**config.mk**
```make
export PLATFORM = sky130hd
export DESIGN_NAME = exa_crosb_out_sched
export DESIGN_NICKNAME = d
export VERILOG_FILES = /design/src/rtl/exa_crosb_pkg.sv /design/src/rtl/exa_crosb_rr_pick.sv /design/src/rtl/exa_crosb_out_sched.sv
export SDC_FILE = /design/constraint.sdc
export NUM_CORES = 1
export LEC_CHECK = 0
export ABC_AREA = 1
export ABC_CLOCK_PERIOD_IN_PS = 3000
export CORE_ASPECT_RATIO = 0.9
export CORE_MARGIN = 4
export CORE_UTILIZATION = 35
export CTS_CLUSTER_SIZE = 30
export DETAILED_ROUTE_END_ITERATION = 8
export PLACE_DENSITY = 0.56
export SKIP_LAST_GASP = 1
export SLEW_MARGIN = 20
export SYNTH_ARGS = -nofsm -noshare
export SYNTH_HDL_FRONTEND = slang
export SYNTH_SLANG_ARGS = --single-unit
```
**constraint.sdc**
```tcl
create_clock -name ACLK -period 3 [get_ports ACLK]
set_clock_uncertainty 0.1 [all_clocks]
set_input_delay 0.9 -clock ACLK [delete_from_list [all_inputs] [get_ports ACLK]]
set_output_delay 0.9 -clock ACLK [all_outputs]
set_load 0.1 [all_outputs]
```
**src/rtl/exa_crosb_pkg.sv**
```systemverilog
// exa_crosb_pkg: shared types and helpers for the VC crossbar output scheduler.
// Watchdog option: define EXA_CROSB_SCHED_WDOG_EN.
package exa_crosb_pkg;

    typedef enum logic {
        SCHED_IDLE = 1'b0,
        SCHED_BUSY = 1'b1
    } sched_state_t;

    function automatic int unsigned sched_class(
        input int unsigned vc_idx,
        input int unsigned vc_num
    );
        return vc_idx / vc_num;
    endfunction

endpackage

```
**src/rtl/exa_crosb_rr_pick.sv**
```systemverilog
// exa_crosb_rr_pick: combinational round-robin picker, search starts at ptr
// and wraps to the lowest requester when nothing sits at or above ptr.
module exa_crosb_rr_pick
    import exa_crosb_pkg::*;
#(
    parameter int N = 16,
    parameter int W = 4
) (
    input  logic [N-1:0] req,
    input  logic [W-1:0] ptr,
    output logic [N-1:0] onehot,
    output logic [W-1:0] idx,
    output logic         any
);

    logic [W-1:0] lo_idx;
    logic [W-1:0] hi_idx;
    logic         hi_any;

    // Descending scan: the last hit written is the lowest index.
    always_comb begin
        lo_idx = '0;
        hi_idx = '0;
        hi_any = 1'b0;
        any    = 1'b0;
        for (int i = N - 1; i >= 0; i--) begin
            if (req[i]) begin
                lo_idx = W'(i);
                any    = 1'b1;
                if (W'(i) >= ptr) begin
                    hi_idx = W'(i);
                    hi_any = 1'b1;
                end
            end
        end
        idx    = hi_any ? hi_idx : lo_idx;
        onehot = any ? (N'(1) << idx) : '0;
    end

endmodule

```
**src/rtl/exa_crosb_out_sched.sv**
```systemverilog
// exa_crosb_out_sched: per-output packet scheduler, strict priority across
// classes, round-robin within a class. Option: EXA_CROSB_SCHED_WDOG_EN.
module exa_crosb_out_sched
    import exa_crosb_pkg::*;
#(
    parameter int input_num   = 16,
    parameter int vc_num      = 3,
    parameter int prio_num    = 2,
    parameter int logVcPrio   = $clog2(prio_num * vc_num),
    parameter int logInput    = $clog2(input_num),
    parameter int WDOG_CYCLES = 1024
) (
    input  logic                                ACLK,
    input  logic                                ARESETN,
    input  logic [input_num-1:0]                i_req,
    input  logic [input_num-1:0][logVcPrio-1:0] i_req_vc,
    input  logic [prio_num*vc_num-1:0]          i_credits,
    input  logic                                i_beat_valid,
    input  logic                                i_beat_ready,
    input  logic                                i_beat_last,
    output logic [input_num-1:0]                o_grant,
    output logic                                o_grant_valid,
    output logic [logInput-1:0]                 o_sel_input,
    output logic [logVcPrio-1:0]                o_sel_vc,
    output logic                                o_wdog_timeout
);

    localparam int NVC    = prio_num * vc_num;
    localparam int NVC_P2 = 1 << logVcPrio;

    sched_state_t         state_q, state_d;
    logic [input_num-1:0] grant_q, grant_d;
    logic                 gv_q, gv_d;
    logic [logInput-1:0]  sel_in_q, sel_in_d;
    logic [logVcPrio-1:0] sel_vc_q, sel_vc_d;
    logic [logInput-1:0]  rr_q, rr_d;

    logic [NVC_P2-1:0]    cred_ext;
    logic [input_num-1:0] elig;
    logic [input_num-1:0] cand;
    logic [prio_num-1:0]  cls_hit;
    int unsigned          win_cls;
    logic [input_num-1:0] pick_oh;
    logic [logInput-1:0]  pick_idx;
    logic                 pick_any;
    logic                 tail_acc;
    logic                 wdog_hit;

    // Padding lets out-of-range VC indices read a safe zero credit.
    assign cred_ext = NVC_P2'(i_credits);
    assign tail_acc = i_beat_valid && i_beat_ready && i_beat_last;

    always_comb begin
        elig    = '0;
        cand    = '0;
        cls_hit = '0;
        win_cls = 0;
        for (int i = 0; i < input_num; i++) begin
            elig[i] = i_req[i] && (32'(i_req_vc[i]) < NVC)
                      && cred_ext[i_req_vc[i]];
        end
        for (int p = 0; p < prio_num; p++) begin
            for (int i = 0; i < input_num; i++) begin
                if (elig[i] && sched_class(32'(i_req_vc[i]), vc_num) == p)
                    cls_hit[p] = 1'b1;
            end
        end
        for (int p = 0; p < prio_num; p++) begin
            if (cls_hit[p]) win_cls = p;
        end
        for (int i = 0; i < input_num; i++) begin
            cand[i] = elig[i]
                      && sched_class(32'(i_req_vc[i]), vc_num) == win_cls;
        end
    end

    exa_crosb_rr_pick #(
        .N(input_num),
        .W(logInput)
    ) u_pick (
        .req   (cand),
        .ptr   (rr_q),
        .onehot(pick_oh),
        .idx   (pick_idx),
        .any   (pick_any)
    );

    always_comb begin
        state_d  = state_q;
        grant_d  = grant_q;
        gv_d     = gv_q;
        sel_in_d = sel_in_q;
        sel_vc_d = sel_vc_q;
        rr_d     = rr_q;
        unique case (state_q)
            SCHED_IDLE: begin
                if (pick_any) begin
                    state_d  = SCHED_BUSY;
                    grant_d  = pick_oh;
                    gv_d     = 1'b1;
                    sel_in_d = pick_idx;
                    sel_vc_d = i_req_vc[pick_idx];
                    rr_d     = (32'(pick_idx) == input_num - 1)
                               ? '0 : pick_idx + 1'b1;
                end
            end
            SCHED_BUSY: begin
                if (tail_acc || wdog_hit) begin
                    state_d  = SCHED_IDLE;
                    grant_d  = '0;
                    gv_d     = 1'b0;
                    sel_in_d = '0;
                    sel_vc_d = '0;
                end
            end
            default: state_d = SCHED_IDLE;
        endcase
    end

    always_ff @(posedge ACLK or negedge ARESETN) begin
        if (!ARESETN) begin
            state_q  <= SCHED_IDLE;
            grant_q  <= '0;
            gv_q     <= 1'b0;
            sel_in_q <= '0;
            sel_vc_q <= '0;
            rr_q     <= '0;
        end else begin
            state_q  <= state_d;
            grant_q  <= grant_d;
            gv_q     <= gv_d;
            sel_in_q <= sel_in_d;
            sel_vc_q <= sel_vc_d;
            rr_q     <= rr_d;
        end
    end

`ifdef EXA_CROSB_SCHED_WDOG_EN
    localparam int WW = $clog2(WDOG_CYCLES) + 1;
    logic [WW-1:0] wdog_q;
    logic          beat_acc;

    assign beat_acc = i_beat_valid && i_beat_ready;
    assign wdog_hit = (state_q == SCHED_BUSY)
                      && (wdog_q == WW'(WDOG_CYCLES));

    always_ff @(posedge ACLK or negedge ARESETN) begin
        if (!ARESETN)
            wdog_q <= '0;
        else if (state_q != SCHED_BUSY || beat_acc || wdog_hit)
            wdog_q <= '0;
        else
            wdog_q <= wdog_q + 1'b1;
    end
`else
    assign wdog_hit = (WDOG_CYCLES < 0);
`endif

    assign o_grant        = grant_q;
    assign o_grant_valid  = gv_q;
    assign o_sel_input    = sel_in_q;
    assign o_sel_vc       = sel_vc_q;
    assign o_wdog_timeout = wdog_hit;

endmodule

```
==> After elaboration in Yosys (flattened, before gate mapping) <==
Index checks and enable logic that the tools add are counted.
W data, S select, Z words.
{ "totals": {"elab_cells": 341, "reg_bits": 29, "inputBits": 75, "output_inout_bits": 25} }
{ "classes": {"mux": 164, "n_div": 16, "n_addsub": 1, "order_cmp": 49, "n_bitwise": 1, "n_shift": 1, "n_reduce_logical": 68, "eq_ne": 35} }
{ "ops": {"columns": ["operator", "n"], "rows": [
  ["$div A3 B2 Y32 const B", 16],
  ["$eq A32 B1 Y1 const B", 16],
  ["$eq A32 B32 Y1", 16],
  ["$mux W4", 52],
  ["$mux W1", 85],
  ["$logic_and A1 B1 Y1", 66],
  ["$lt A3 B4 Y1 const B", 16],
  ["$bmux W1 S3", 16],
  ["$lt A3 B3 Y1 const B", 16],
  ["$ge A4 B4 Y1 const A", 8],
  ["$mux W16", 2],
  ["$pmux W16 S2", 1],
  ["$ge A3 B4 Y1 const A", 4],
  ["$shl A1 B4 Y16 const A", 1],
  ["$bmux W3 S4", 1],
  ["$mux W3", 3],
  ["$ge A1 B4 Y1 const A", 2],
  ["$ge A2 B4 Y1 const A", 2],
  ["$pmux W4 S2", 1],
  ["$pmux W3 S2", 1],
  ["$lt A4 B5 Y1 const B", 1],
  ["$add A4 B1 Y4 const B", 1],
  ["$eq A4 B4 Y1 const B", 1],
  ["$pmux W1 S2", 2],
  ["4 further kinds", 5]
]} }

==> Depth between registers and ports, before layout <==
Gate-level depths: netlist (run 1).
{ "logic_depth": {"ltp_word": 59, "depth_mapped": 37, "depth_no_buf": 36} }

==> By module <==
A second synthesis (run 1) with hierarchy kept.
{ "hier_totals": {"cells_unflattened": 746, "hier_area_um2": 3957.5} }
{ "by_module_without_submodules": {"columns": ["mod", "area_per_inst_um2", "cells_per_inst", "n_inst"], "rows": [
  ["exa_crosb_out_sched", 3274.4, 595, 1],
  ["exa_crosb_rr_pick", 683.2, 151, 1]
]} }

==> Least setup slack after synthesis (run 1) <==
Ideal clock, no wire load.
{ "synth_path": {"path_kind": "input port to flip-flop", "from": "in i_credits[0]", "to": "reg rr_q[2]", "arrival_ps": 3596, "t_required_ps": 2783, "stages": 33, "path_buffers": 3, "setup_ps": 117, "path_slack_ps": -814, "cell_sequence": "inv_2 > buf_4 > nand2_1 > nand3_1 > nand2_1 > nand2_1 > nand2_1 > nand3_1 > nand2_1 > nor2_1 > nand2_2 > nor2_4 > buf_6 > inv_4 > a21oi_4 > o211ai_2 > nand2_1 > nand2_1 > nand2_1 > nand2_1 > nand2_1 > nand2_1 > nand2_1 > nand2_1 > nand2_1 > nand2_2 > nand2_4 > nand2_4 > buf_6 > ha_1 > ha_1 > nand2_1 > nand2_1"} }
{ "synth_between": {"elab_chain_cells": 57, "elab_cells_between_ends": 212} }
{ "synth_rtl": {"columns": ["item", "line_no", "rtl"], "rows": [
  ["from (decl)", "exa_crosb_out_sched.sv:17", "input logic [prio_num*vc_num-1:0] i_credits,"],
  ["$bmux W1 S3", "exa_crosb_out_sched.sv:60", "&& cred_ext[i_req_vc[i]];"],
  ["$mux W1 (implied by the code)", "exa_crosb_out_sched.sv:60", null],
  ["$logic_and A1 B1 Y1", "exa_crosb_out_sched.sv:60", null],
  ["$logic_and A1 B1 Y1", "exa_crosb_out_sched.sv:64", "if (elig[i] && sched_class(32'(i_req_vc[i]), vc_num) == p)"],
  ["$mux W1 (16 in a row)", "exa_crosb_out_sched.sv:64", null],
  ["$mux W1", "exa_crosb_out_sched.sv:69", "if (cls_hit[p]) win_cls = p;"],
  ["$eq A32 B32 Y1", "exa_crosb_out_sched.sv:73", "&& sched_class(32'(i_req_vc[i]), vc_num) == win_cls;"],
  ["$logic_and A1 B1 Y1", "exa_crosb_out_sched.sv:73", null],
  ["[26 not listed]", null, null],
  ["$mux W4 / $mux W1 (equally long branches)", "exa_crosb_rr_pick.sv:27", "if (req[i]) begin"],
  ["$mux W4 / $mux W1 (equally long branches)", "exa_crosb_rr_pick.sv:30", "if (W'(i) >= ptr) begin"],
  ["$mux W4 / $mux W1 (equally long branches)", "exa_crosb_rr_pick.sv:27", null],
  ["$mux W4 / $mux W1 (equally long branches)", "exa_crosb_rr_pick.sv:30", null],
  ["$mux W4 / $mux W1 (equally long branches)", "exa_crosb_rr_pick.sv:27", null],
  ["$mux W4", "exa_crosb_rr_pick.sv:36", "idx = hi_any ? hi_idx : lo_idx;"],
  ["$add A4 B1 Y4 / $eq A4 B4 Y1 (equally long branches)", "exa_crosb_out_sched.sv:104, exa_crosb_out_sched.sv:103", null],
  ["$mux W4", "exa_crosb_out_sched.sv:104", "? '0 : pick_idx + 1'b1;"],
  ["to (signal assigned)", "exa_crosb_out_sched.sv:134", "rr_q <= rr_d;"],
  ["to (decl)", "exa_crosb_out_sched.sv:36", "logic [logInput-1:0] rr_q, rr_d;"]
]} }
Several ways; a longest one is shown, not always the timed one. The select of a mux whose other input is x is not followed.
A chain may end at the register's enable or synchronous reset.

==> Final worst setup path (run 1) <==
{ "layout_path": {"from": "in i_req_vc[40] (netlist name)", "to": "reg rr_q[2]"} }
{ "layout_between": {"elab_chain_cells": 44, "elab_cells_between_ends": 143} }
{ "layout_rtl": {"columns": ["item", "line_no", "rtl"], "rows": [
  ["from (decl)", "exa_crosb_out_sched.sv:16", "input logic [input_num-1:0][logVcPrio-1:0] i_req_vc,"],
  ["parallel branches: the longest is 44 deep, another holds $div A3 B2 Y32", null, null]
]} }
Parallel ways; which one is timed is not known. The select of a mux whose other input is x is not followed.

==> results.md, run 1 <==
- FILL cells: 936
- Initial core utilization: 0.3638
- Library cell with the largest summed area after synthesis: sky130_fd_sc_hd__nand2_1
- Post-DP Area: around 0.0061 mm^2
- Synthesis-to-finish area growth: 96.07%
- Post-synth EDFFs: 0
- Number of hold violations in the final report: 0
- Hold_buf cts: 0
- Post-Route Utilization: 0.7134
- Sum of routed wire length over all layers: a little under 20000 um
- CTS Root Cell: sky130_fd_sc_hd__clkbuf_16
- Row cnt: 36
- PortBufs: between 90 and 100
- Biggest area contributors in the synthesized netlist: sky130_fd_sc_hd__nand2_1, sky130_fd_sc_hd__dfrtp_1, sky130_fd_sc_hd__nand3_1
- Worst Hold Class: flip-flop to flip-flop
- Clock tree from TritonCTS: built
- Post-DP HPWL: 13330 um
- Violations in the final reports: setup timing
- Proportion of synthesized flip-flops having asynchronous set or reset: 1.000
- Crit path time final: between 4 and 5 ns
- Final-report setup violation count: 29
- Setup repair after global routing missed its margin: true
- Diodes inserted: 0
- Leakage power: roughly 4.0 nW
- Detailed-route via count: roughly 6100
- Count leader, synth: sky130_fd_sc_hd__nand2_1
- Routability cong.: ~0.96
- Met1 Track Usage GR: 0.3511
- Detail-routed via count per cell: 5.223
- Die H: 109.6 um
- Number of clock sinks: 29
- Total power divided by cell area: approximately 800 mW/mm^2
- Worst setup SP type: primary input
- Flip-flop and latch count after synthesis: 29
- Slowest stage delay, CP: around 0.30 ns
- Required time of the worst setup path: between 3 and 4 ns
- Part of the Yosys area used for sequential elements: 0.1807
- Non-Filler Cell Area, Final: 0.007873 mm^2
- Most common cell type on the critical path: sky130_fd_sc_hd__nand2_1
- Ratio of final minimum period to clock period: 1.353
- Die area: about 0.013 mm^2
- Critical-path cell with the highest stage delay: sky130_fd_sc_hd__dlygate4sd2_1
- Io pins: 100
- Remaining Overflow, GRT: 0
- GR peak layer: met2
- Via count of the first global-routing pass: 6000
- Setup WS post-layout: -1.059 ns
- Number of nets at the end of the flow: 1101
- Maximum Capacitance Violations: 0
- Syn Area/Cell: 5.470 um^2
- Synth warnings: 0
- Routing usage on met2: 0.4689
- H-tree depth: 2
- Kind of critical path: primary input to flip-flop
- Status: finished with violations
- Synthesized area: 0.004015 mm^2
- Leading post-synthesis cells by instance count: sky130_fd_sc_hd__nand2_1, sky130_fd_sc_hd__nand3_1, sky130_fd_sc_hd__inv_1
- Antenna violations before repair: 0
- Fraction of final layout cells sized beyond drive strength 1: 0.5211
- Maximum clock frequency: 246.3 MHz
- Met3 track utilization from global routing: 0.06121
- Net count after synthesis: around 820
- Wire length of the first global-routing pass: between 20000 and 30000 um
- Detail Route Antenna Nets: 0
- Share of the synthesized area in the top cell type: 0.2655
- Worst-case clock buffer depth: 2
- DRC Markers: 0
- Peak supply drop: 0.0004263 V
- Gr usage total: 0.2815
- Worst Path Max Fanout: 5
- Maximum number of pins on one net before global-route repair: 30
- Kind of capture point of the worst setup path: flip-flop
- Final number of max-transition violations: 0
- Worst-skew pair later-pin latency: 0.27 ns
- Library cells used by synthesis: 40
- Worst hold slack after final layout: between 0.3 and 0.4 ns
- TritonCTS Buffers: 5
- Worst endpoint data arrival time: between 4 and 5 ns
- Synthesized instance count: about 730
- Post-synth top flop: sky130_fd_sc_hd__dfrtp_1
- Post-CTS clock slew at the launch and capture registers of the worst setup and hold paths: 0.05 ns
- Core footprint: 0.01104 mm^2
- Overall die width: roughly 120 um
- Drt first pass iters: 5
- Wire length per cell: around 17 um
- Detailed Route Iter0 Violations: approximately 540
[final timing paths]
kind	startpoint	end	slack, ns	depth (start not counted)
setup reg to reg	rr_q[3]$_DFFE_PN0P_	rr_q[2]$_DFFE_PN0P_	0.19	16
hold reg to reg	o_grant_valid$_DFFE_PN0P_	o_grant_valid$_DFFE_PN0P_	0.38	2
hold / removal	o_grant_valid$_DFFE_PN0P_	o_grant_valid$_DFFE_PN0P_	0.38	2
min in group asynchronous	ARESETN	o_sel_input[3]$_DFFE_PN0P_	0.91	2
max in group asynchronous	ARESETN	o_sel_vc[2]$_DFFE_PN0P_	1.62	2
setup / recovery	i_req_vc[40]	rr_q[2]$_DFFE_PN0P_	-1.06	32
[through the flow]
stage                     instances  setup slack (ns)  power (W)  setup TNS, ns
final                          1173            -1.059   0.006160         -26.89
after global routing           1173            -1.251   0.006481         -32.42
after global placement         1091            -2.064   0.004184         -52.85
after floorplan                 734           -0.6933   0.003010         -15.16
after detailed placement       1091            -2.004   0.004220         -52.92
after CTS                      1154            -1.018   0.005641         -25.00
[placed cells by master (no fill, tap or decap), types with 4 or more instances in the layout]
cell type	count
sky130_fd_sc_hd__ha_4	6
sky130_fd_sc_hd__nor2_1	18
sky130_fd_sc_hd__nand2_8	4
sky130_fd_sc_hd__clkinvlp_4	4
sky130_fd_sc_hd__clkbuf_16	6
sky130_fd_sc_hd__dlygate4sd2_1	7
sky130_fd_sc_hd__a21oi_1	10
sky130_fd_sc_hd__o21ai_0	7
sky130_fd_sc_hd__o21ai_1	24
sky130_fd_sc_hd__clkbuf_2	12
sky130_fd_sc_hd__nand3_1	64
sky130_fd_sc_hd__nand3_2	55
sky130_fd_sc_hd__buf_2	18
sky130_fd_sc_hd__clkdlybuf4s15_2	4
sky130_fd_sc_hd__o211ai_1	7
sky130_fd_sc_hd__nor2_4	10
sky130_fd_sc_hd__clkdlybuf4s15_1	8
sky130_fd_sc_hd__buf_6	23
sky130_fd_sc_hd__o21ai_2	17
sky130_fd_sc_hd__a21boi_4	5
sky130_fd_sc_hd__a21boi_2	7
sky130_fd_sc_hd__inv_1	56
sky130_fd_sc_hd__buf_4	180
sky130_fd_sc_hd__o21ai_4	4
sky130_fd_sc_hd__nand4_1	9
sky130_fd_sc_hd__nand2_4	7
sky130_fd_sc_hd__clkdlybuf4s50_1	18
sky130_fd_sc_hd__a21oi_2	14
sky130_fd_sc_hd__nor2_2	15
sky130_fd_sc_hd__buf_12	16
sky130_fd_sc_hd__inv_4	6
sky130_fd_sc_hd__nand2_2	62
sky130_fd_sc_hd__nand2_1	220
sky130_fd_sc_hd__dfrtp_1	29
sky130_fd_sc_hd__inv_2	32
[flip-flops by register name, summed over array words and instances (netlist names)]
name	count
o_grant	16
o_grant_valid	1
o_sel_vc	3
state_q	1
o_sel_input	4
rr_q	4
[metal layers]
metal	wire, um	part of all wire	vias to the layer above
met3	1623	0.083	45
li1	-	-	2953
met1	8146	0.41	2838
met4	543	0.028	0
met2	9340	0.48	290
met5	0	0	-
[critical path: cells and delay by family]
kind	cells	cell delay, ns
AO/OA/AOI/OAI	2	0.33
adder cells (fa/ha/maj)	2	0.41
buffers and inverters	5	0.72
AND/OR/NAND/NOR	23	1.74
[repair_timing]
| action | 4_1_cts | 5_1_grt |
|---|---|---|
| buffers inserted | 49 | 22 |
| cloned | 8 | 3 |
| pin swaps | 67 | 98 |
| resized for setup | 339 | 209 |
| endpoints found under the setup margin | 29 | 29 |
[kinds of logic after synthesis]
family	share of synthesized area
flops	0.1807
compound gates	0.1508
fa+ha+maj	0.01870
other cells	0.0009340
buf+inv	0.1337
xor+xnor	0.002182
simple gates	0.5129
[layout make-up]
type                    instances  area [um^2]  share of cell area
clock inverters                 3        65.06            0.008264
clock buffers                   5        125.1             0.01589
repair buffers                290         2517              0.3198
multi-input cells             585         3710              0.4712
well taps                     152        190.2             0.02416
inverters                     102        479.2             0.06087
flip-flops and latches         29        725.7             0.09218
repair inverters                7        60.06            0.007629
[where the power goes]
| group | internal (W) | switching [W] | leakage (nW) |
|---|---|---|---|
| sequential | 0.000539 | 0.000124 | 0.378 |
| clock | 0.000473 | 0.000169 | 0.0938 |
| combinational | 0.00181 | 0.00305 | 3.57 |
Power figures use the tool's default switching activity.
==> inputs of run 2 (changes only) <==
--- a/config.mk
+++ b/config.mk
@@ -7,13 +7,14 @@
 export LEC_CHECK = 0
 export ABC_AREA = 1
 export ABC_CLOCK_PERIOD_IN_PS = 3000
+export CELL_PAD_IN_SITES_DETAIL_PLACEMENT = 1
+export CELL_PAD_IN_SITES_GLOBAL_PLACEMENT = 2
 export CORE_ASPECT_RATIO = 0.9
 export CORE_MARGIN = 4
-export CORE_UTILIZATION = 35
+export CORE_UTILIZATION = 25
 export CTS_CLUSTER_SIZE = 30
 export DETAILED_ROUTE_END_ITERATION = 8
-export PLACE_DENSITY = 0.56
-export SKIP_LAST_GASP = 1
+export PLACE_DENSITY = 0.78
 export SLEW_MARGIN = 20
 export SYNTH_ARGS = -nofsm -noshare
 export SYNTH_HDL_FRONTEND = slang
==> run 2 against run 1 <==
Worst hold slack improved by 0.011 ns. Sequential share of layout area shrank 0.30 points. Critical path depth is 4 higher. Clock power fell by 21%. Final area rose by 3.4%. Wire length grew 33%. The run still ends with setup timing left. Cell count grew 6.4%. Largest cell class unchanged. Critical endpoint is now o_sel_vc[1]$_DFFE_PN0P_. Highest routed layer unchanged. Global-route usage decreased by 3.1 points. Non-clock buffer count up 25.
==> results.md, run 2 (synthesized netlist as in run 1, its figures left out) <==
- Status: finished with violations (unchanged)
- Violations in the final reports: setup timing (unchanged)
- Antenna violations before repair: 0 (unchanged)
- TritonCTS Buffers: 5 (unchanged)
- Via count of the first global-routing pass: 6770 (was 6000)
- Diodes inserted: 0 (unchanged)
- Required time of the worst setup path: 3.06 ns (was 3.07 ns)
- Detailed-route via count: 6594 (was 6126)
- Detail-routed via count per cell: 5.284 (was 5.223)
- Largest register FFs: 16 (unchanged)
- Detail Route Antenna Nets: 0 (unchanged)
- Routability cong.: 0.8991 (was 0.9560)
- Number of hold violations in the final report: 0 (unchanged)
- Commonest non-fill, non-tap cell in the layout: sky130_fd_sc_hd__nand2_1 (unchanged)
- H-tree depth: 2 (unchanged)
- Leakage power: 4.101 nW (was 4.043 nW)
- Row cnt: 43 (was 36)
- FILL cells: 1954 (was 936)
- Worst setup SP type: primary input (unchanged)
- Number of nets at the end of the flow: 1126 (was 1101)
- Io pins: 100 (unchanged)
- Gr usage total: 0.2503 (was 0.2815)
- Maximum Capacitance Violations: 0 (unchanged)
- Total power divided by cell area: 830.4 mW/mm^2 (was 782.5 mW/mm^2)
- Worst endpoint data arrival time: 4.43 ns (was 4.12 ns)
- Detailed Route Iter0 Violations: 478 (was 535)
- Remaining Overflow, GRT: 0 (unchanged)
- Total power: 0.006759 W (was 0.006160 W)
- Post-DP HPWL: 16100 um (was 13330 um)
- Worst Tran Pin Value: 0.5409 ns
- Kind of capture point of the worst setup path: flip-flop (unchanged)
- Worst-skew pair later-pin latency: 0.28 ns (was 0.27 ns)
- Number of cells on the worst reg-to-reg path: 25 (was 16)
- Non-Filler Instances: 1248 (was 1173)
- Sum of buffers and inverters on the critical path: 6 (was 5)
- DP Cell Count: 1149 (was 1091)
- Critical-path cell with the highest stage delay: sky130_fd_sc_hd__o211ai_1 (was sky130_fd_sc_hd__dlygate4sd2_1)
- Setup WS post-layout: -1.370 ns (was -1.059 ns)
- Setup repair after global routing missed its margin: true (unchanged)
- Worst R2R Setup Slack: 0 ns (was 0.19 ns)
- Start point of the worst min-delay path: o_grant[5]$_DFFE_PN0P_ (was o_grant_valid$_DFFE_PN0P_)
- Worst hold slack after final layout: 0.3913 ns (was 0.3806 ns)
- Hold-critical path depth: 2 (unchanged)
- Slowest stage delay, CP: 0.22 ns (was 0.30 ns)
- Synthesis-to-finish area growth: 102.7% (was 96.07%)
- Number of clock sinks: 29 (unchanged)
- Ratio of final minimum period to clock period: 1.457 (was 1.353)
- Sum of routed wire length over all layers: 26090 um (was 19650 um)
- FF+latch area: 725.7 um^2 (unchanged)
- Post-CTS clock slew at the launch and capture registers of the worst setup and hold paths: 0.06 ns (was 0.05 ns)
- DRC Markers: 0 (unchanged)
- Drt first pass iters: 5 (unchanged)
- Top library cells by usage in the layout, fill and taps aside: sky130_fd_sc_hd__nand2_1, sky130_fd_sc_hd__buf_4, sky130_fd_sc_hd__nand3_1 (unchanged)
- Worst hold path endpoint: o_grant[5]$_DFFE_PN0P_ (was o_grant_valid$_DFFE_PN0P_)
- Most common cell type on the critical path: sky130_fd_sc_hd__nand2_1 (unchanged)
- Wire length per cell: 20.91 um (was 16.76 um)
- Peak supply drop: 0.0005394 V (was 0.0004263 V)
- Kind of critical path: primary input to flip-flop (unchanged)
- Die H: 128.2 um (was 109.6 um)
- Wire length of the first global-routing pass: 36120 um (was 29400 um)
- Overall die width: 141.6 um (was 120.9 um)
- CTS Root Cell: sky130_fd_sc_hd__clkbuf_16 (unchanged)
- Crit path time final: 4.370 ns (was 4.059 ns)
- Final-report setup violation count: 29 (unchanged)
- Hold_buf cts: 0 (unchanged)
- Clock tree from TritonCTS: built (unchanged)
- Worst Path Max Fanout: 7 (was 5)
- Maximum clock frequency: 228.8 MHz (was 246.3 MHz)
- Fraction of final layout cells sized beyond drive strength 1: 0.5201 (was 0.5211)
- Worst-case clock buffer depth: 2 (unchanged)
- Worst r2r src: rr_q[1]$_DFFE_PN0P_ (was rr_q[3]$_DFFE_PN0P_)
- Maximum number of pins on one net before global-route repair: 30 (unchanged)
- Depth of the critical timing path with buffers and inverters included: 36 (was 32)
- PortBufs: 98 (unchanged)
- Die area: 0.01815 mm^2 (was 0.01325 mm^2)
- Core footprint: 0.01560 mm^2 (was 0.01104 mm^2)
- Final number of max-transition violations: 0 (unchanged)
- Initial core utilization: 0.2573 (was 0.3638)
- Worst Hold Class: flip-flop to flip-flop (unchanged)
- Max transition margin: 0.6390
- Top Family by Delay on Critical Path: simple AND/OR/NAND/NOR gates (unchanged)
- Endpoint of the worst register-to-register path: rr_q[2]$_DFFE_PN0P_ (unchanged)
- Area of the multi-input gates: 0.003787 mm^2 (was 0.003710 mm^2)
## run 2: cell count changes in the layout (fill, tap and decap cells not counted), moves of 6 or more
cell	change
sky130_fd_sc_hd__nand3_2	-29
sky130_fd_sc_hd__buf_2	-7
sky130_fd_sc_hd__buf_6	+13
sky130_fd_sc_hd__buf_12	-6
sky130_fd_sc_hd__buf_4	+17
sky130_fd_sc_hd__dlygate4sd2_1	+7
sky130_fd_sc_hd__o21ai_2	+6
sky130_fd_sc_hd__clkdlybuf4s15_2	+7
sky130_fd_sc_hd__nand3_1	+24
sky130_fd_sc_hd__nand2_2	+9
sky130_fd_sc_hd__nand2_1	-19
sky130_fd_sc_hd__nand2_4	+10
## run 2: worst max-delay path by stage
stage,start,end
floorplan,i_credits[0],rr_q[2]$_DFFE_PN0P_
global placement,i_credits[3],o_sel_vc[0]$_DFFE_PN0P_
detailed placement,i_credits[3],o_sel_vc[0]$_DFFE_PN0P_
CTS,i_credits[4],o_sel_vc[2]$_DFFE_PN0P_
global route,i_credits[5],o_sel_vc[1]$_DFFE_PN0P_
finish,i_credits[5],o_sel_vc[1]$_DFFE_PN0P_
## run 2: power by group
group	switching, W	total [W]	internal (W)
Combinational	0.00351	0.00558	0.00207
Sequential	0.000139	0.000677	0.000538
Clock	0.000199	0.000504	0.000304
Total	0.00385	0.00676	0.00291
## run 2: per-stage QoR
| step | utilization | worst slack (ns) | area, um^2 | TNS, ns |
|---|---|---|---|---|
| after floorplan | - | -0.6933 | 4136 | -15.16 |
| after global placement | 0.3968 | -2.191 | 6191 | -56.35 |
| after detailed placement | 0.3968 | -2.142 | 6191 | -55.62 |
| after CTS | 0.4852 | -1.112 | 7570 | -28.26 |
| after global routing | 0.5217 | -1.541 | 8139 | -39.50 |
| final | 0.5217 | -1.370 | 8139 | -35.85 |
## run 2: layout make-up
class / instances / share of cell area
inverter: 102 / 0.05657
tap: 202 / 0.03105
timing repair buffer: 315 / 0.3325
clock buffer: 5 / 0.01537
clock inverter: 3 / 0.002152
multi-input combinational: 585 / 0.4653
timing repair inverter: 7 / 0.007840
sequential: 29 / 0.08916
## run 2: tightest hold or removal path, stage by stage (launching register included)
cell and delay, ns:
sky130_fd_sc_hd__dfrtp_1 0.34, sky130_fd_sc_hd__nand2_1 0.05, sky130_fd_sc_hd__o21ai_0 0.06
## run 2: repair_timing
item / CTS / global route
cloned: 9 / 1
resized for setup: 375 / 165
pin swaps: 67 / 65
setup buffers: 60 / 26
endpoints found under the setup margin: 29 / 29
hold endpoints to repair: 0 / 0
## run 2: metal layers
metal / share of wire / GRT usage / up-vias
li1: - / - / 3001
met1: 0.42 / 0.3225 / 3269
met2: 0.50 / 0.4426 / 267
met3: 0.055 / 0.03394 / 57
met4: 0.023 / 0.05982 / 0
met5: 0 / 0 / -
==> inputs of run 3 (changes only) <==
--- a/config.mk
+++ b/config.mk
@@ -5,16 +5,15 @@
 export SDC_FILE = /design/constraint.sdc
 export NUM_CORES = 1
 export LEC_CHECK = 0
-export ABC_AREA = 1
 export ABC_CLOCK_PERIOD_IN_PS = 3000
 export CELL_PAD_IN_SITES_DETAIL_PLACEMENT = 1
 export CELL_PAD_IN_SITES_GLOBAL_PLACEMENT = 2
 export CORE_ASPECT_RATIO = 0.9
 export CORE_MARGIN = 4
-export CORE_UTILIZATION = 25
+export CORE_UTILIZATION = 29
 export CTS_CLUSTER_SIZE = 30
 export DETAILED_ROUTE_END_ITERATION = 8
-export PLACE_DENSITY = 0.78
+export PLACE_DENSITY = 0.77
 export SLEW_MARGIN = 20
 export SYNTH_ARGS = -nofsm -noshare
 export SYNTH_HDL_FRONTEND = slang
==> run 3 against run 2 <==
The flow still finishes with violations (setup timing). Worst hold slack improved by 0.0033 ns. First-iteration DRC count increased by 17%. Clock power decreased by 2%. Via count about the same. Area after synthesis increased by 6.2%.
==> results.md, run 3 <==
- CTS Root Cell: sky130_fd_sc_hd__clkbuf_16 (unchanged)
- Routability cong.: 0.9752 (was 0.8991)
- Violations in the final reports: setup timing (unchanged)
- Library cell with the largest summed area after synthesis: sky130_fd_sc_hd__dfrtp_1 (was sky130_fd_sc_hd__nand2_1)
- Post-synth EDFFs: 0 (unchanged)
- Syn Area/Cell: 7.928 um^2 (was 5.470 um^2)
- Peak supply drop: 0.0005896 V (was 0.0005394 V)
- Die area: 0.01672 mm^2 (was 0.01815 mm^2)
- Total power divided by cell area: 712.7 mW/mm^2 (was 830.4 mW/mm^2)
- TNS Setup: -43.55 ns (was -35.85 ns)
- Setup repair after global routing missed its margin: true (unchanged)
- Detailed-route via count: 6598 (was 6594)
- Wire length of the first global-routing pass: 42190 um (was 36120 um)
- Worst-skew pair later-pin latency: 0.28 ns (about the same)
- Row cnt: 41 (was 43)
- Final-report setup violation count: 29 (unchanged)
- Maximum Capacitance Violations: 0 (unchanged)
- Antenna violations before repair: 0 (unchanged)
- Library cells used by synthesis: 83 (was 40)
- Leading post-synthesis cells by instance count: sky130_fd_sc_hd__nand2_1, sky130_fd_sc_hd__nand3_1, sky130_fd_sc_hd__dfrtp_1, sky130_fd_sc_hd__mux2i_1 (was sky130_fd_sc_hd__nand2_1, sky130_fd_sc_hd__nand3_1, sky130_fd_sc_hd__inv_1)
- Largest register FFs: 16 (unchanged)
- Post-DP HPWL: 20560 um (was 16100 um)
- Ratio of final minimum period to clock period: 1.607 (was 1.457)
- Kind of critical path: primary input to flip-flop (unchanged)
- Top library cells by usage in the layout, fill and taps aside: sky130_fd_sc_hd__buf_4, sky130_fd_sc_hd__dlygate4sd2_1, sky130_fd_sc_hd__nand2_1 (was sky130_fd_sc_hd__nand2_1, sky130_fd_sc_hd__buf_4, sky130_fd_sc_hd__nand3_1)
- DRC Markers: 0 (unchanged)
- PortBufs: 98 (unchanged)
- Worst Hold Class: flip-flop to flip-flop (unchanged)
- Start point of the worst min-delay path: o_grant_valid$_DFFE_PN0P_ (was o_grant[5]$_DFFE_PN0P_)
- Count leader, synth: sky130_fd_sc_hd__nand2_1 (unchanged)
- FF+latch area: 725.7 um^2 (unchanged)
- Part of the Yosys area used for sequential elements: 0.1701 (was 0.1807)
- Total power: 0.006094 W (was 0.006759 W)
- Core footprint: 0.01421 mm^2 (was 0.01560 mm^2)
- Net count after synthesis: 619 (was 815)
- Sum of routed wire length over all layers: 28380 um (was 26090 um)
- Number of nets at the end of the flow: 989 (was 1126)
- Fraction of final layout cells sized beyond drive strength 1: 0.5407 (was 0.5201)
- H-tree depth: 2 (unchanged)
- Diodes inserted: 0 (unchanged)
- Proportion of synthesized flip-flops having asynchronous set or reset: 1.000 (unchanged)
- Worst-case clock buffer depth: 2 (unchanged)
- Commonest non-fill, non-tap cell in the layout: sky130_fd_sc_hd__buf_4 (was sky130_fd_sc_hd__nand2_1)
- Die H: 123.1 um (was 128.2 um)
- TritonCTS Buffers: 5 (unchanged)
- Max transition margin: 0.5904 (was 0.6390)
- Synthesized instance count: 538 (was 734)
- Status: finished with violations (unchanged)
- Number of hold violations in the final report: 0 (unchanged)
- Leakage power: 4.134 nW (was 4.101 nW)
- Maximum clock frequency: 207.4 MHz (was 228.8 MHz)
- Gr usage total: 0.3302 (was 0.2503)
- Maximum number of pins on one net before global-route repair: 30 (unchanged)
- Crit path time final: 4.822 ns (was 4.370 ns)
- Wire length per cell: 25.77 um (was 20.91 um)
- Detail Route Antenna Nets: 0 (unchanged)
- Overall die width: 135.8 um (was 141.6 um)
- Worst setup path startpoint: i_credits[5] (unchanged)
- Kind of capture point of the worst setup path: flip-flop (unchanged)
- Synth warnings: 0 (unchanged)
- Worst r2r src: rr_q[2]$_DFFE_PN0P_ (was rr_q[1]$_DFFE_PN0P_)
- Hold_buf cts: 0 (unchanged)
- Number of clock sinks: 29 (unchanged)
- Worst setup SP type: primary input (unchanged)
- Clock tree from TritonCTS: built (unchanged)
- FILL cells: 1682 (was 1954)
- Worst endpoint data arrival time: 4.87 ns (was 4.43 ns)
- Remaining Overflow, GRT: 0 (unchanged)
- Io pins: 100 (unchanged)
- Share of the synthesized area in the top cell type: 0.1701 (was 0.2655)
- Worst Tran Pin Value: 0.6068 ns (was 0.5409 ns)
- Worst hold slack after final layout: 0.3946 ns (was 0.3913 ns)
- Detail-routed via count per cell: 5.993 (was 5.284)
- Final number of max-transition violations: 0 (unchanged)
- Synthesized area: 0.004265 mm^2 (was 0.004015 mm^2)
- Flip-flop and latch count after synthesis: 29 (unchanged)
- Biggest area contributors in the synthesized netlist: sky130_fd_sc_hd__dfrtp_1, sky130_fd_sc_hd__mux2i_1, sky130_fd_sc_hd__nand2_1 (was sky130_fd_sc_hd__nand2_1, sky130_fd_sc_hd__dfrtp_1, sky130_fd_sc_hd__nand3_1)
- Required time of the worst setup path: 3.04 ns (was 3.06 ns)
- Post-synth top flop: sky130_fd_sc_hd__dfrtp_1 (unchanged)
- Synthesis-to-finish area growth: 100.5% (was 102.7%)
- Area of the multi-input gates: 0.004029 mm^2 (was 0.003787 mm^2)
- Worst Path Max Fanout: 8 (was 7)
- Detailed Route Iter0 Violations: 560 (was 478)
- Post-CTS clock slew at the launch and capture registers of the worst setup and hold paths: 0.05 ns (was 0.06 ns)
- Initial core utilization: 0.3002 (was 0.2573)
- Drt first pass iters: 5 (unchanged)
- Setup WS post-layout: -1.822 ns (was -1.370 ns)
- Via count of the first global-routing pass: 7096 (was 6770)
## run 3: changes by cell type after synthesis, sizes merged, moves of 15 or more
cell   delta
mux2i    +29
a22o     +15
nand2   -239
nor2b    +18
nand3    -87
inv      -82
nor2     -24
mux2     +16
o21ai    -22
## run 3: worst paths after layout
| check | endpoint | slack (ns) | depth (start not counted) |
|---|---|---|---|
| worst max-delay path | o_sel_vc[1]$_DFFE_PN0P_ | -1.82 | 17 |
| worst min-delay path | o_grant_valid$_DFFE_PN0P_ | 0.39 | 1 |
| worst max register to register | o_sel_vc[1]$_DFFE_PN0P_ | -0.89 | 16 |
| worst min register to register | o_grant_valid$_DFFE_PN0P_ | 0.39 | 1 |
| max in group asynchronous | o_grant[13]$_DFFE_PN0P_ | 1.58 | 2 |
| min in group asynchronous | o_sel_input[1]$_DFFE_PN0P_ | 0.93 | 2 |
## run 3: metrics by stage
step | util | worst slack, ns | instance area (um^2) | instances
finish | 0.6017 | -1.822 | 8551 | 1101
global route | 0.6017 | -1.886 | 8551 | 1101
CTS | 0.5884 | -1.665 | 8361 | 1096
detailed placement | 0.5065 | -2.568 | 7197 | 1035
global placement | 0.5065 | -2.437 | 7197 | 1035
floorplan | - | -1.581 | 4461 | 538
## run 3: layer usage
| metal | vias to the layer above | routed length, um | GRT usage |
|---|---|---|---|
| li1 | 2872 | - | - |
| met1 | 3327 | 11780 | 0.4187 |
| met2 | 328 | 13450 | 0.5563 |
| met3 | 71 | 1835 | 0.06591 |
| met4 | 0 | 1312 | 0.1266 |
| met5 | - | 0 | 0 |
## run 3: critical path: stages
cell and delay [ns]:
sky130_fd_sc_hd__buf_8 0.10, sky130_fd_sc_hd__buf_8 0.13, sky130_fd_sc_hd__buf_6 0.11, sky130_fd_sc_hd__mux2_4 0.26
sky130_fd_sc_hd__and3_4 0.18, sky130_fd_sc_hd__nor4_4 0.23, sky130_fd_sc_hd__nand4_1 0.24, sky130_fd_sc_hd__buf_4 0.21
sky130_fd_sc_hd__o31a_1 0.29, sky130_fd_sc_hd__o211a_1 0.25, sky130_fd_sc_hd__o311a_1 0.30, sky130_fd_sc_hd__o221a_4 0.31
sky130_fd_sc_hd__o21ai_4 0.19, sky130_fd_sc_hd__nand2_4 0.10, sky130_fd_sc_hd__mux2_4 0.31, sky130_fd_sc_hd__o211a_1 0.20
sky130_fd_sc_hd__or4_1 0.53
## run 3: final cells by class
type                       count  area share
sequential                    29     0.08487
tap                          193     0.02824
clock buffer                   7     0.01668
multi-input combinational    457      0.4712
timing repair buffer         396      0.3895
inverter                      19    0.009511
## run 3: kinds of logic after synthesis
kind of cell    after synthesis  synth area share
buf+inv                      52           0.05368
flops                        29            0.1701
mux                          51            0.1437
simple gates                206            0.2675
compound gates              193            0.3464
fa+ha+maj                     6           0.01760
other cells                   1         0.0008792
## run 3: power by group
group          internal, W  leakage (nW)  switching, W
Combinational      0.00212          3.68       0.00286
Clock             0.000325        0.0700      0.000172
Sequential        0.000516         0.381      0.000102
## run 3: repair_timing
action | CTS | global route
resized for setup | 281 | 43
setup buffers | 53 | 9
endpoints found under the setup margin | 29 | 29
gates cloned | 4 | 0
pin swaps | 68 | 24
